<file path="config.mk">
export PLATFORM = sky130hd
export DESIGN_NAME = enoc_node_interface
export DESIGN_NICKNAME = d
export VERILOG_FILES = /design/src/rtl/enoc_node_interface_pkg.sv /design/src/rtl/enoc_fifo.sv /design/src/rtl/enoc_node_interface.sv
export SDC_FILE = /design/constraint.sdc
export NUM_CORES = 1
export LEC_CHECK = 0
export ABC_AREA = 1
export BUFFER_PORTS_ARGS = -buffer_cell sky130_fd_sc_hd__buf_2
export CAP_MARGIN = 20
export CORE_MARGIN = 3
export CORE_UTILIZATION = 30
export DETAILED_ROUTE_END_ITERATION = 8
export MAX_ROUTING_LAYER = met4
export SYNTH_ARGS = -nofsm -noshare
export SYNTH_HDL_FRONTEND = slang
export SYNTH_SLANG_ARGS = --single-unit
</file>
<file path="constraint.sdc">
create_clock -name clk -period 12.7 [get_ports clk]
set_clock_uncertainty 0.1 [all_clocks]
set_input_delay 2.54 -clock clk [delete_from_list [all_inputs] [get_ports clk]]
set_output_delay 2.54 -clock clk [all_outputs]
set_load 0.02 [all_outputs]
</file>
<file path="src/rtl/enoc_node_interface_pkg.sv">
// Shared ENoC definitions: address/time widths, the packet layout and a
// saturating counter helper used by the node interface statistics.
package enoc_node_interface_pkg;

  localparam int unsigned ADDRESS_WIDTH = 8;
  localparam int unsigned TIME_WIDTH    = 16;
  localparam int unsigned DATA_WIDTH    = 32;

  typedef logic [ADDRESS_WIDTH-1:0] addr_t;
  typedef logic [TIME_WIDTH-1:0]    time_t;

  typedef struct packed {
    addr_t                 source;
    addr_t                 dest;
    time_t                 timestamp;
    logic [DATA_WIDTH-1:0] data;
  } packet_t;

  // Increment that sticks at all-ones instead of wrapping.
  function automatic logic [31:0] sat_inc(input logic [31:0] value);
    return (value == '1) ? value : value + 32'd1;
  endfunction

endpackage

</file>
<file path="src/rtl/enoc_fifo.sv">
// Synchronous packet FIFO with registered occupancy. A push while full is
// dropped even if a pop happens in the same cycle (no bypass). The head
// output reads as all-zero while the FIFO is empty.
module enoc_fifo
  import enoc_node_interface_pkg::*;
#(
  parameter int unsigned DEPTH = 4
) (
  input  logic    clk,
  input  logic    reset,
  input  logic    push,
  input  packet_t push_data,
  input  logic    pop,
  output packet_t head,
  output logic    full,
  output logic    empty
);

  localparam int unsigned PTR_W = (DEPTH > 1) ? $clog2(DEPTH) : 1;

  packet_t          mem [DEPTH];
  logic [PTR_W-1:0] wr_ptr;
  logic [PTR_W-1:0] rd_ptr;
  logic [PTR_W:0]   count;
  logic             do_push;
  logic             do_pop;

  assign full    = (count == (PTR_W+1)'(DEPTH));
  assign empty   = (count == '0);
  assign do_push = push & ~full;
  assign do_pop  = pop & ~empty;
  assign head    = empty ? '0 : mem[rd_ptr];

  // Pointer and occupancy bookkeeping; pointers wrap at the power-of-two depth.
  always_ff @(posedge clk or posedge reset) begin
    if (reset) begin
      wr_ptr <= '0;
      rd_ptr <= '0;
      count  <= '0;
    end else begin
      if (do_push) wr_ptr <= wr_ptr + PTR_W'(1);
      if (do_pop)  rd_ptr <= rd_ptr + PTR_W'(1);
      case ({do_push, do_pop})
        2'b10:   count <= count + (PTR_W+1)'(1);
        2'b01:   count <= count - (PTR_W+1)'(1);
        default: count <= count;
      endcase
    end
  end

  // Storage array; contents need no reset because empty masks the head.
  always_ff @(posedge clk) begin
    if (do_push) mem[wr_ptr] <= push_data;
  end

endmodule

</file>
<file path="src/rtl/enoc_node_interface.sv">
// Node-side network interface: stamps locally injected packets with source
// and injection time, queues them towards the network, queues packets from
// the network towards the local sink, and keeps traffic statistics.
module enoc_node_interface
  import enoc_node_interface_pkg::*;
#(
  parameter addr_t       NODE_ID  = '0,
  parameter int unsigned TX_DEPTH = 4,
  parameter int unsigned RX_DEPTH = 4
) (
  input  logic                  clk,
  input  logic                  reset,
  input  packet_t               i_inj_data,
  input  logic                  i_inj_val,
  output logic                  o_inj_rdy,
  output packet_t               o_data,
  output logic                  o_data_val,
  input  logic                  i_en,
  input  packet_t               i_data,
  input  logic                  i_data_val,
  output logic                  o_en,
  output packet_t               o_ej_data,
  output logic                  o_ej_val,
  input  logic                  i_ej_rdy,
  output logic [31:0]           o_tx_count,
  output logic [31:0]           o_rx_count,
  output logic [TIME_WIDTH-1:0] o_last_latency,
  output logic                  o_misroute
);

  time_t   time_cnt;
  packet_t tx_entry;
  logic    tx_full;
  logic    tx_empty;
  logic    tx_pop;
  logic    rx_full;
  logic    rx_empty;
  logic    rx_push;
  logic    rx_pop;

  // Free-running local time base, wraps modulo 2^TIME_WIDTH.
  always_ff @(posedge clk or posedge reset) begin
    if (reset) time_cnt <= '0;
    else       time_cnt <= time_cnt + TIME_WIDTH'(1);
  end

  // Injected packet keeps dest/data; source and timestamp are owned by this node.
  always_comb begin
    tx_entry           = i_inj_data;
    tx_entry.source    = NODE_ID;
    tx_entry.timestamp = time_cnt;
  end

  assign o_inj_rdy  = ~tx_full;
  assign o_data_val = ~tx_empty;
  assign tx_pop     = o_data_val & i_en;

  enoc_fifo #(.DEPTH(TX_DEPTH)) u_tx_fifo (
    .clk       (clk),
    .reset     (reset),
    .push      (i_inj_val),
    .push_data (tx_entry),
    .pop       (tx_pop),
    .head      (o_data),
    .full      (tx_full),
    .empty     (tx_empty)
  );

  // o_en depends only on registered occupancy, so no path from i_en/i_ej_rdy.
  assign o_en     = ~rx_full;
  assign rx_push  = i_data_val & o_en;
  assign o_ej_val = ~rx_empty;
  assign rx_pop   = o_ej_val & i_ej_rdy;

  enoc_fifo #(.DEPTH(RX_DEPTH)) u_rx_fifo (
    .clk       (clk),
    .reset     (reset),
    .push      (rx_push),
    .push_data (i_data),
    .pop       (rx_pop),
    .head      (o_ej_data),
    .full      (rx_full),
    .empty     (rx_empty)
  );

  // Traffic statistics: saturating counts, last latency and sticky misroute.
  always_ff @(posedge clk or posedge reset) begin
    if (reset) begin
      o_tx_count     <= '0;
      o_rx_count     <= '0;
      o_last_latency <= '0;
      o_misroute     <= 1'b0;
    end else begin
      if (tx_pop) o_tx_count <= sat_inc(o_tx_count);
      if (rx_push) begin
        o_rx_count     <= sat_inc(o_rx_count);
        o_last_latency <= time_cnt - i_data.timestamp;
        if (i_data.dest != NODE_ID) o_misroute <= 1'b1;
      end
    end
  end

endmodule

</file>
==> flow_summary_export.csv, run 1 <==
group,metric,value,unit
hold_path,holdPathEnd,"o_misroute",
setup_path,timing.rr.start,"u_rx_fifo.count[0]",
power,power_frac_clock,27.4,%
synth,yosysTopAreaCell,"edfxtp_1",
place,place.gp.congestion,0.825,
clock_network,clkLatencyLatePin,0.60,ns
global_route,grt_pass1_wl,102000,um
clock_network,cts_tree,"done",
synth,ys_seq_elements,591,
die,core_area,84500,um2
sta,hold_viol,0,
layout,mostFrequentLayoutCells,"nor2_1, edfxtp_1, nand2_1",
detailed_routing,drtPass1Iterations,5,
sta,slew_headroom,27.8,%
detailed_routing,final_antenna_net_count,0,
sta,drv_slew,0,
global_route,overflow,0,
sta,finalSetupViolations,0,
synth,netlist_top_cells_area,"edfxtp_1, dfrtp_1, nor2_1, nand2_1, o21ai_0",
layout,final_common_cell,"nor2_1",
clock_network,cts_setup_buffers,0,
setup_path,cp_max_fo,113,
power,power_frac_comb,35.7,%
power,swShare,39.3,%
clock_network,cts_resized,0,
clock_network,htree_levels,3,
clock_network,cts_made_buffers,69,
clock_network,cts_sinks,591,
detailed_routing,totalWireLength,67200,um
sta,rsz0062_at_grt,"false",
global_route,grt_usage,15.1,%
place,place_inst,3853,
synth,yosysWarnings,0,
power,p_sw,0.00283,W
detailed_routing,drc_errors,0,
setup_path,r2r_cells,9,
clock_network,cts_root_buffer,"clkbuf_16",
hold_path,worstHoldStart,"o_misroute",
outcome,status,"complete, no violations",
power,irDropWorstVdd,0.000104,V
hold_path,hold_path_class,"register to register",
setup_path,arrival,3.48,ns
sta,post-route-period-util,48.2,%
sta,layout_min_cycle_time,6.12,ns
clock_network,cts_buffer_depth,3,
setup_path,cp.required,10.06,ns
power,pwr-share-seq,36.9,%
place,io_buffers,314,
synth,synth_top_area_share,55.8,%
detailed_routing,avgRoutedWirePerCell,16.9,um
layout,syn2layout_area_growth,19.4,%
setup_path,r2r_end,"o_rx_count[17]",
sta,max_freq,163,MHz
power,powerDensity,234,nW/um2
clock_network,clk_pin_slew_worst_paths,0.06,ns
die,ioPinCount,347,
setup_path,ff2ff_setup_slack,9.72,ns
hold_path,hold_depth,1,
layout,multi_input_area,7630,um2
layout,nFillCells,8477,
layout,regArea,17200,um2
global_route,antenna_found_initial,5,
clock_network,ctsHoldBuffers,0,
global_route,grt_max_degree,114,
die,dieWidth,299,um
synth,synthCells,2491,
die,std_cell_rows,106,
setup_path,critPathCaptureType,"output pin",
synth,yosysUniqueCellTypes,33,
place,dpl.hpwl,41800,um
layout,layout.nets,2955,
synth,avgSynthCellArea,10.4,um2
die,die_y,299,um
detailed_routing,viasPerCell,4.53,
layout,fin_cells,3984,
detailed_routing,num_vias,18060,
job,max_cap_violations,0,
global_route,grt_pass1_vias,17137,
setup_path,criticalPathCategory,"register to output pin",
synth,ys_seq_area_share,66.6,%
detailed_routing,drt-initial-drc-count,1083,
place,place_ws,7.18,ns
power,intPower,0.00438,W
die,dieArea,89600,um2
die,initial_core_util,30.6,%
sta,tns,0,ns
sta,worst_slack,6.58,ns
synth,syn_area,25800,um2
setup_path,worstSetupStartpointType,"register",
layout,drive_gt1_share,17.1,%
sta,tightest_slew,1.08,ns
power,p_leak,12.1,nW
power,p_total,0.00721,W
Yosys cell counts:
cell type / n
nor2_1: 577
edfxtp_1: 480
nand2_1: 452
o21ai_0: 254
inv_1: 135
a21oi_1: 130
dfrtp_1: 111
nand3_1: 51
clkbuf_1: 47
xor2_1: 38
buf_2: 28
ha_1: 28
xnor2_1: 27
nor3_1: 25
buf_1: 21
buf_4: 14
inv_2: 11
nand4_1: 11
nand3b_1: 8
nor2_2: 6
o21ai_1: 5
or2_2: 5
buf_6: 4
nor3_2: 4
fa_1: 3
nand2_2: 3
nand2_4: 3
nor4_1: 3
nand3_2: 2
nor2_4: 2
and2_1: 1
conb_1: 1
inv_4: 1
critical path, cell delays in order (launching register included):
cell     delay [ns]
dfrtp_4        0.78
inv_2          0.37
buf_4          0.86
o21ai_0        0.23
a21oi_1        0.33
buf_2          0.23
per-stage QoR:
stage,cell area (um2),util (%),hold WS [ns]
2_1_floorplan,25800,-,0.369
3_3_place_gp,28500,33.8,0.347
3_5_place_dp,28500,33.8,0.348
4_1_cts,30800,36.5,0.361
5_1_grt,30800,36.5,0.393
6_report,30800,36.5,0.359
routing by layer:
layer	up-vias	track usage [%]	wire length, um
met5	-	-	0
met4	0	5.23	2030
met3	110	2.87	3390
met2	371	24.6	32700
met1	8632	18.8	29200
li1	8947	-	-
power by group through the flow:
| stage | Clock [W] | Sequential, W | Combinational, W |
|---|---|---|---|
| after global routing | 0.00212 | 0.00270 | 0.00283 |
| after detailed placement | 0 | 0.00270 | 0.00263 |
| after global placement | 0 | 0.00269 | 0.00261 |
| after floorplan | 0 | 0.00267 | 0.00169 |
| after CTS | 0.00204 | 0.00266 | 0.00263 |
| final | 0.00198 | 0.00266 | 0.00257 |
cell families (layout without fill, tap and decap cells):
kind of cell / after synthesis / after routing / share of synthesized area, %
AOI/OAI and AO/OA: 389 / 389 / 7.54
xor gates and xnor gates: 65 / 65 / 2.20
adders and majority gates: 31 / 31 / 1.59
buffers and inverters: 261 / 609 / 4.26
DFF: 591 / 591 / 66.6
other: 1 / 12 / 0.0145
and+or+nand+nor: 1153 / 1153 / 17.8
cell type report:
type                            count  share of cell area, %
Sequential cell                   591                   55.8
Multi-Input combinational cell   1646                   24.7
Clock buffer                       88                   5.97
Timing Repair Buffer              335                   5.61
Tap cell                         1134                   4.60
Inverter                          147                   1.81
Clock inverter                     39                   1.43
Antenna cell                        4                 0.0325
worst max-delay path by stage:
stage | startpoint | end | slack, ns | depth (start not counted)
after floorplan | i_data_val | u_rx_fifo.mem[0][0] | 6.45 | 4
after global placement | u_rx_fifo.rd_ptr[0] | o_ej_data[36] | 7.21 | 5
after detailed placement | u_rx_fifo.rd_ptr[0] | o_ej_data[36] | 7.18 | 5
after CTS | u_rx_fifo.rd_ptr[0] | o_ej_data[36] | 6.51 | 5
after global routing | u_rx_fifo.rd_ptr[0] | o_ej_data[54] | 6.34 | 5
final | u_rx_fifo.rd_ptr[0] | o_ej_data[36] | 6.58 | 5
registers in the layout, indices dropped and copies added, names as in the netlist, 3 cells and up:
signal           count
o_rx_count          32
time_cnt            16
u_tx_fifo.count      3
u_tx_fifo.mem      224
o_tx_count          32
o_last_latency      16
u_rx_fifo.count      3
u_rx_fifo.mem      256
Power figures use the tool's default switching activity.
==> inputs of run 2 (changes only) <==
clock period = 5.9 ns   (was 12.7 ns; I/O delays follow)
==> flow_summary_export.csv, run 2 (synthesis gave the netlist of run 1 again) <==
group,metric,value,unit
clock_network,cts_tree,"done",
layout,final_common_cell,"nor2_1",
layout,top_register,"u_rx_fifo.mem",
sta,slew_headroom,39.5,%
sta,hold_viol,0,
power,pwr-share-seq,37.0,%
global_route,antenna_found_initial,6,
layout,regArea,17200,um2
setup_path,cp.buffers_inverters,3,
clock_network,htree_levels,3,
place,place.gp.congestion,0.835,
place,io_buffers,314,
setup_path,critPathMaxStageDelay,0.70,ns
global_route,grt_max_degree,106,
setup_path,timing.rr.start,"u_tx_fifo.count[0]",
layout,syn2layout_area_growth,19.5,%
setup_path,startpoint,"u_tx_fifo.rd_ptr[0]",
layout,fin_cells,3987,
layout,reg_top3,"u_rx_fifo.mem x256, u_tx_fifo.mem x224",
power,swShare,39.5,%
setup_path,worstSetupStartpointType,"register",
sta,rsz0062_at_grt,"false",
global_route,grt_usage,15.0,%
layout,mostFrequentLayoutCells,"nor2_1, edfxtp_1, nand2_1",
layout,multi_input_area,7630,um2
die,std_cell_rows,106,
hold_path,hold_path_class,"register to register",
layout,drive_gt1_share,17.4,%
power,powerDensity,504,nW/um2
place,dpl.hpwl,42300,um
die,core_area,84500,um2
clock_network,cts_buffer_depth,3,
layout,largest_reg_flops,256,
job,max_cap_violations,0,
sta,tightest_slew,0.905,ns
detailed_routing,drtPass1Iterations,5,
setup_path,criticalPathCategory,"register to output pin",
hold_path,worstHoldStart,"o_misroute",
detailed_routing,totalWireLength,67300,um
layout,layout.nets,2959,
die,initial_core_util,30.6,%
die,ioPinCount,347,
detailed_routing,final_antenna_net_count,0,
power,p_leak,12.2,nW
global_route,grt_pass1_vias,16965,
detailed_routing,viasPerCell,4.52,
power,power_frac_comb,35.7,%
setup_path,cp_top_family,"buffers and inverters",
die,dieWidth,299,um
detailed_routing,drt-initial-drc-count,1181,
setup_path,cp_max_fo,78,
power,irDropWorstVdd,0.000245,V
clock_network,cts_setup_buffers,0,
global_route,overflow,0,
clock_network,ctsHoldBuffers,0,
setup_path,crit_chain,"inv_2, buf_4, o21ai_0, a21oi_1, buf_2",
sta,drv_slew,0,
setup_path,critPathCaptureType,"output pin",
sta,finalSetupViolations,0,
die,die_y,299,um
setup_path,arrival,3.21,ns
setup_path,crit_slowest_cell,"dfrtp_4",
power,power_frac_clock,27.2,%
clock_network,clkLatencyLatePin,0.59,ns
sta,layout_min_cycle_time,4.49,ns
clock_network,cts_resized,0,
global_route,grt_pass1_wl,102000,um
detailed_routing,avgRoutedWirePerCell,16.9,um
clock_network,cts_root_buffer,"clkbuf_16",
sta,post-route-period-util,76.1,%
die,dieArea,89600,um2
power,p_sw,0.00614,W
clock_network,cts_made_buffers,69,
clock_network,cts_sinks,591,
detailed_routing,num_vias,18021,
clock_network,clk_pin_slew_worst_paths,0.06,ns
setup_path,cp.required,4.62,ns
place,place_inst,3857,
power,intPower,0.00940,W
detailed_routing,drc_errors,0,
sta,max_freq,223,MHz
outcome,status,"complete, no violations",
sta,tns,0,ns
layout,nFillCells,8355,
==> run 2: path summary, 6_finish.rpt <==
check,end,slack (ns),depth (start not counted)
max,o_data[24],1.41,5
min,o_misroute,0.36,1
max reg2reg,u_tx_fifo.mem[0][18],3.13,5
min reg2reg,o_misroute,0.36,1
max in group asynchronous,o_last_latency[0],3.83,3
min in group asynchronous,o_rx_count[2],0.68,2
==> run 2: layer usage <==
layer	vias up	track usage, %	wire length, um
met2	406	24.1	32600
met4	0	5.09	1760
li1	8946	-	-
met3	95	2.93	3610
met5	-	-	0
met1	8574	19.2	29300
==> run 2: cell type report <==
type / count / share of cell area (%)
flip-flops and latches: 591 / 55.7
clock inverters: 42 / 1.54
well taps: 1134 / 4.60
clock buffers: 82 / 5.79
inverters: 147 / 1.81
multi-input cells: 1646 / 24.7
diodes: 6 / 0.0487
repair buffers: 339 / 5.74
==> run 2: through the flow <==
step	util, %	total power, W	setup slack, ns	hold slack [ns]	area, um2
after global routing	36.5	0.0165	1.14	0.393	30900
after CTS	36.5	0.0158	1.31	0.368	30800
final	36.5	0.0155	1.41	0.364	30900
after floorplan	-	0.00938	1.01	0.369	25800
after detailed placement	33.8	0.0115	1.99	0.353	28600
after global placement	33.8	0.0114	2.00	0.351	28600
==> run 2: power groups by stage <==
stage | clock network (W) | registers, W | logic (W)
6_report | 0.00423 | 0.00576 | 0.00555
5_1_grt | 0.00454 | 0.00583 | 0.00612
4_1_cts | 0.00435 | 0.00576 | 0.00568
3_5_place_dp | 0 | 0.00584 | 0.00566
3_3_place_gp | 0 | 0.00582 | 0.00563
2_1_floorplan | 0 | 0.00575 | 0.00363
==> inputs of run 3 (changes only) <==
clock period = 4.5 ns   (was 5.9 ns; I/O delays follow)
==> flow_summary_export.csv, run 3 (synthesis gave the netlist of run 1 again) <==
group,metric,value,unit
outcome,status,"complete, no violations",
power,irDropWorstVdd,0.000393,V
clock_network,clkLatencyLatePin,0.61,ns
layout,final_area,30900,um2
setup_path,r2r_cells,9,
die,initial_core_util,30.6,%
hold_path,hold_path_class,"register to register",
place,post_dp_cell_area,28700,um2
detailed_routing,drt-met1-wl,29000,um
setup_path,criticalPathCategory,"register to output pin",
place,place_inst,3856,
detailed_routing,wl_met3,3480,um
global_route,grt_usage,15.1,%
sta,slew_headroom,38.5,%
global_route,grt_max_degree,107,
clock_network,cts_buffer_depth,3,
layout,nFillCells,8350,
global_route,antenna_found_initial,5,
hold_path,hold_depth,1,
layout,largest_reg_flops,256,
detailed_routing,final_antenna_net_count,0,
setup_path,arrival,2.90,ns
layout,drive_gt1_share,17.4,%
die,core_area,84500,um2
clock_network,cts_tree,"done",
detailed_routing,drtPass1Iterations,5,
detailed_routing,drt-initial-drc-count,1183,
layout,fin_cells,3986,
setup_path,ff2ff_setup_slack,1.75,ns
power,p_total,0.0204,W
detailed_routing,viasPerCell,4.52,
hold_path,holdPathEnd,"o_misroute",
setup_path,cp.required,3.50,ns
detailed_routing,drc_errors,0,
clock_network,cts_resized,0,
layout,top_register,"u_rx_fifo.mem",
clock_network,htree_levels,3,
detailed_routing,avgRoutedWirePerCell,16.9,um
global_route,grt_pass1_vias,17315,
die,dieWidth,299,um
place,dpl.hpwl,42000,um
detailed_routing,num_vias,18030,
detailed_routing,wl_met2,32800,um
layout,fin_util,36.6,%
sta,layout_min_cycle_time,3.90,ns
hold_path,worstHoldStart,"o_misroute",
global_route,grt_pass1_wl,102000,um
sta,hold_viol,0,
sta,tightest_slew,0.922,ns
job,max_cap_violations,0,
clock_network,cts_made_buffers,68,
setup_path,critPathCaptureType,"output pin",
die,ioPinCount,347,
sta,rsz0062_at_grt,"false",
sta,hold_ws,0.360,ns
layout,mostFrequentLayoutCells,"nor2_1, edfxtp_1, nand2_1",
power,powerDensity,659,nW/um2
die,std_cell_rows,106,
setup_path,worstSetupStartpointType,"register",
setup_path,r2r_end,"u_rx_fifo.count[1]",
clock_network,clk_pin_slew_worst_paths,0.06,ns
sta,max_freq,256,MHz
layout,syn2layout_area_growth,19.7,%
place,place.gp.congestion,0.840,
clock_network,cts_sinks,591,
die,dieArea,89600,um2
layout,reg_top3,"u_rx_fifo.mem x256, u_tx_fifo.mem x224",
clock_network,cts_root_buffer,"clkbuf_16",
detailed_routing,top_layer_used,"met4",
sta,post-route-period-util,86.7,%
global_route,overflow,0,
place,io_buffers,314,
layout,final_common_cell,"nor2_1",
sta,drv_slew,0,
layout,layout.nets,2957,
die,die_y,299,um
power,p_leak,12.2,nW
sta,finalSetupViolations,0,
detailed_routing,totalWireLength,67400,um
clock_network,cts_setup_buffers,0,
setup_path,timing.rr.start,"u_rx_fifo.count[1]",
clock_network,ctsHoldBuffers,0,
setup_path,cp_max_fo,106,
-- run 3: through the flow --
stage               TNS, ns  setup slack (ns)
floorplan            -28.67            -0.112
global placement          0              1.26
detailed placement        0              1.23
CTS                       0             0.551
global route              0             0.368
finish                    0             0.598
-- run 3: worst max-delay path by stage --
stage / cells past startpoint / end / start
2_1_floorplan: 4 / u_rx_fifo.mem[0][0] / i_data_val
3_3_place_gp: 6 / o_data[17] / u_tx_fifo.rd_ptr[0]
3_5_place_dp: 6 / o_data[17] / u_tx_fifo.rd_ptr[0]
4_1_cts: 6 / o_data[17] / u_tx_fifo.rd_ptr[0]
5_1_grt: 6 / o_data[19] / u_tx_fifo.rd_ptr[0]
6_report: 5 / o_ej_data[54] / u_rx_fifo.rd_ptr[0]
-- run 3: area by class of cell --
type | count | area, um2 | area share [%]
inverters | 147 | 558 | 1.81
clock inverters | 43 | 452 | 1.46
clock buffers | 82 | 1770 | 5.74
well taps | 1134 | 1420 | 4.59
flip-flops and latches | 591 | 17200 | 55.6
diodes | 5 | 12.5 | 0.0405
multi-input cells | 1646 | 7630 | 24.7
repair buffers | 338 | 1860 | 6.03
-- run 3: routing by layer --
metal,up-vias,GRT usage [%]
met4,0,5.65
met3,103,3.07
met5,-,-
li1,8943,-
met1,8605,19.1
met2,379,24.1
-- run 3: power by group --
part           switching [W]  internal, W
registers           0.000464      0.00700
clock network        0.00227      0.00320
logic                0.00532      0.00210
total                0.00805       0.0123
-- run 3: critical path, stage by stage, from the launching register on --
cell and delay (ns):
dfrtp_4 0.69, inv_2 0.43, buf_12 0.35, o21ai_0 0.19
a21oi_1 0.24, buf_2 0.22
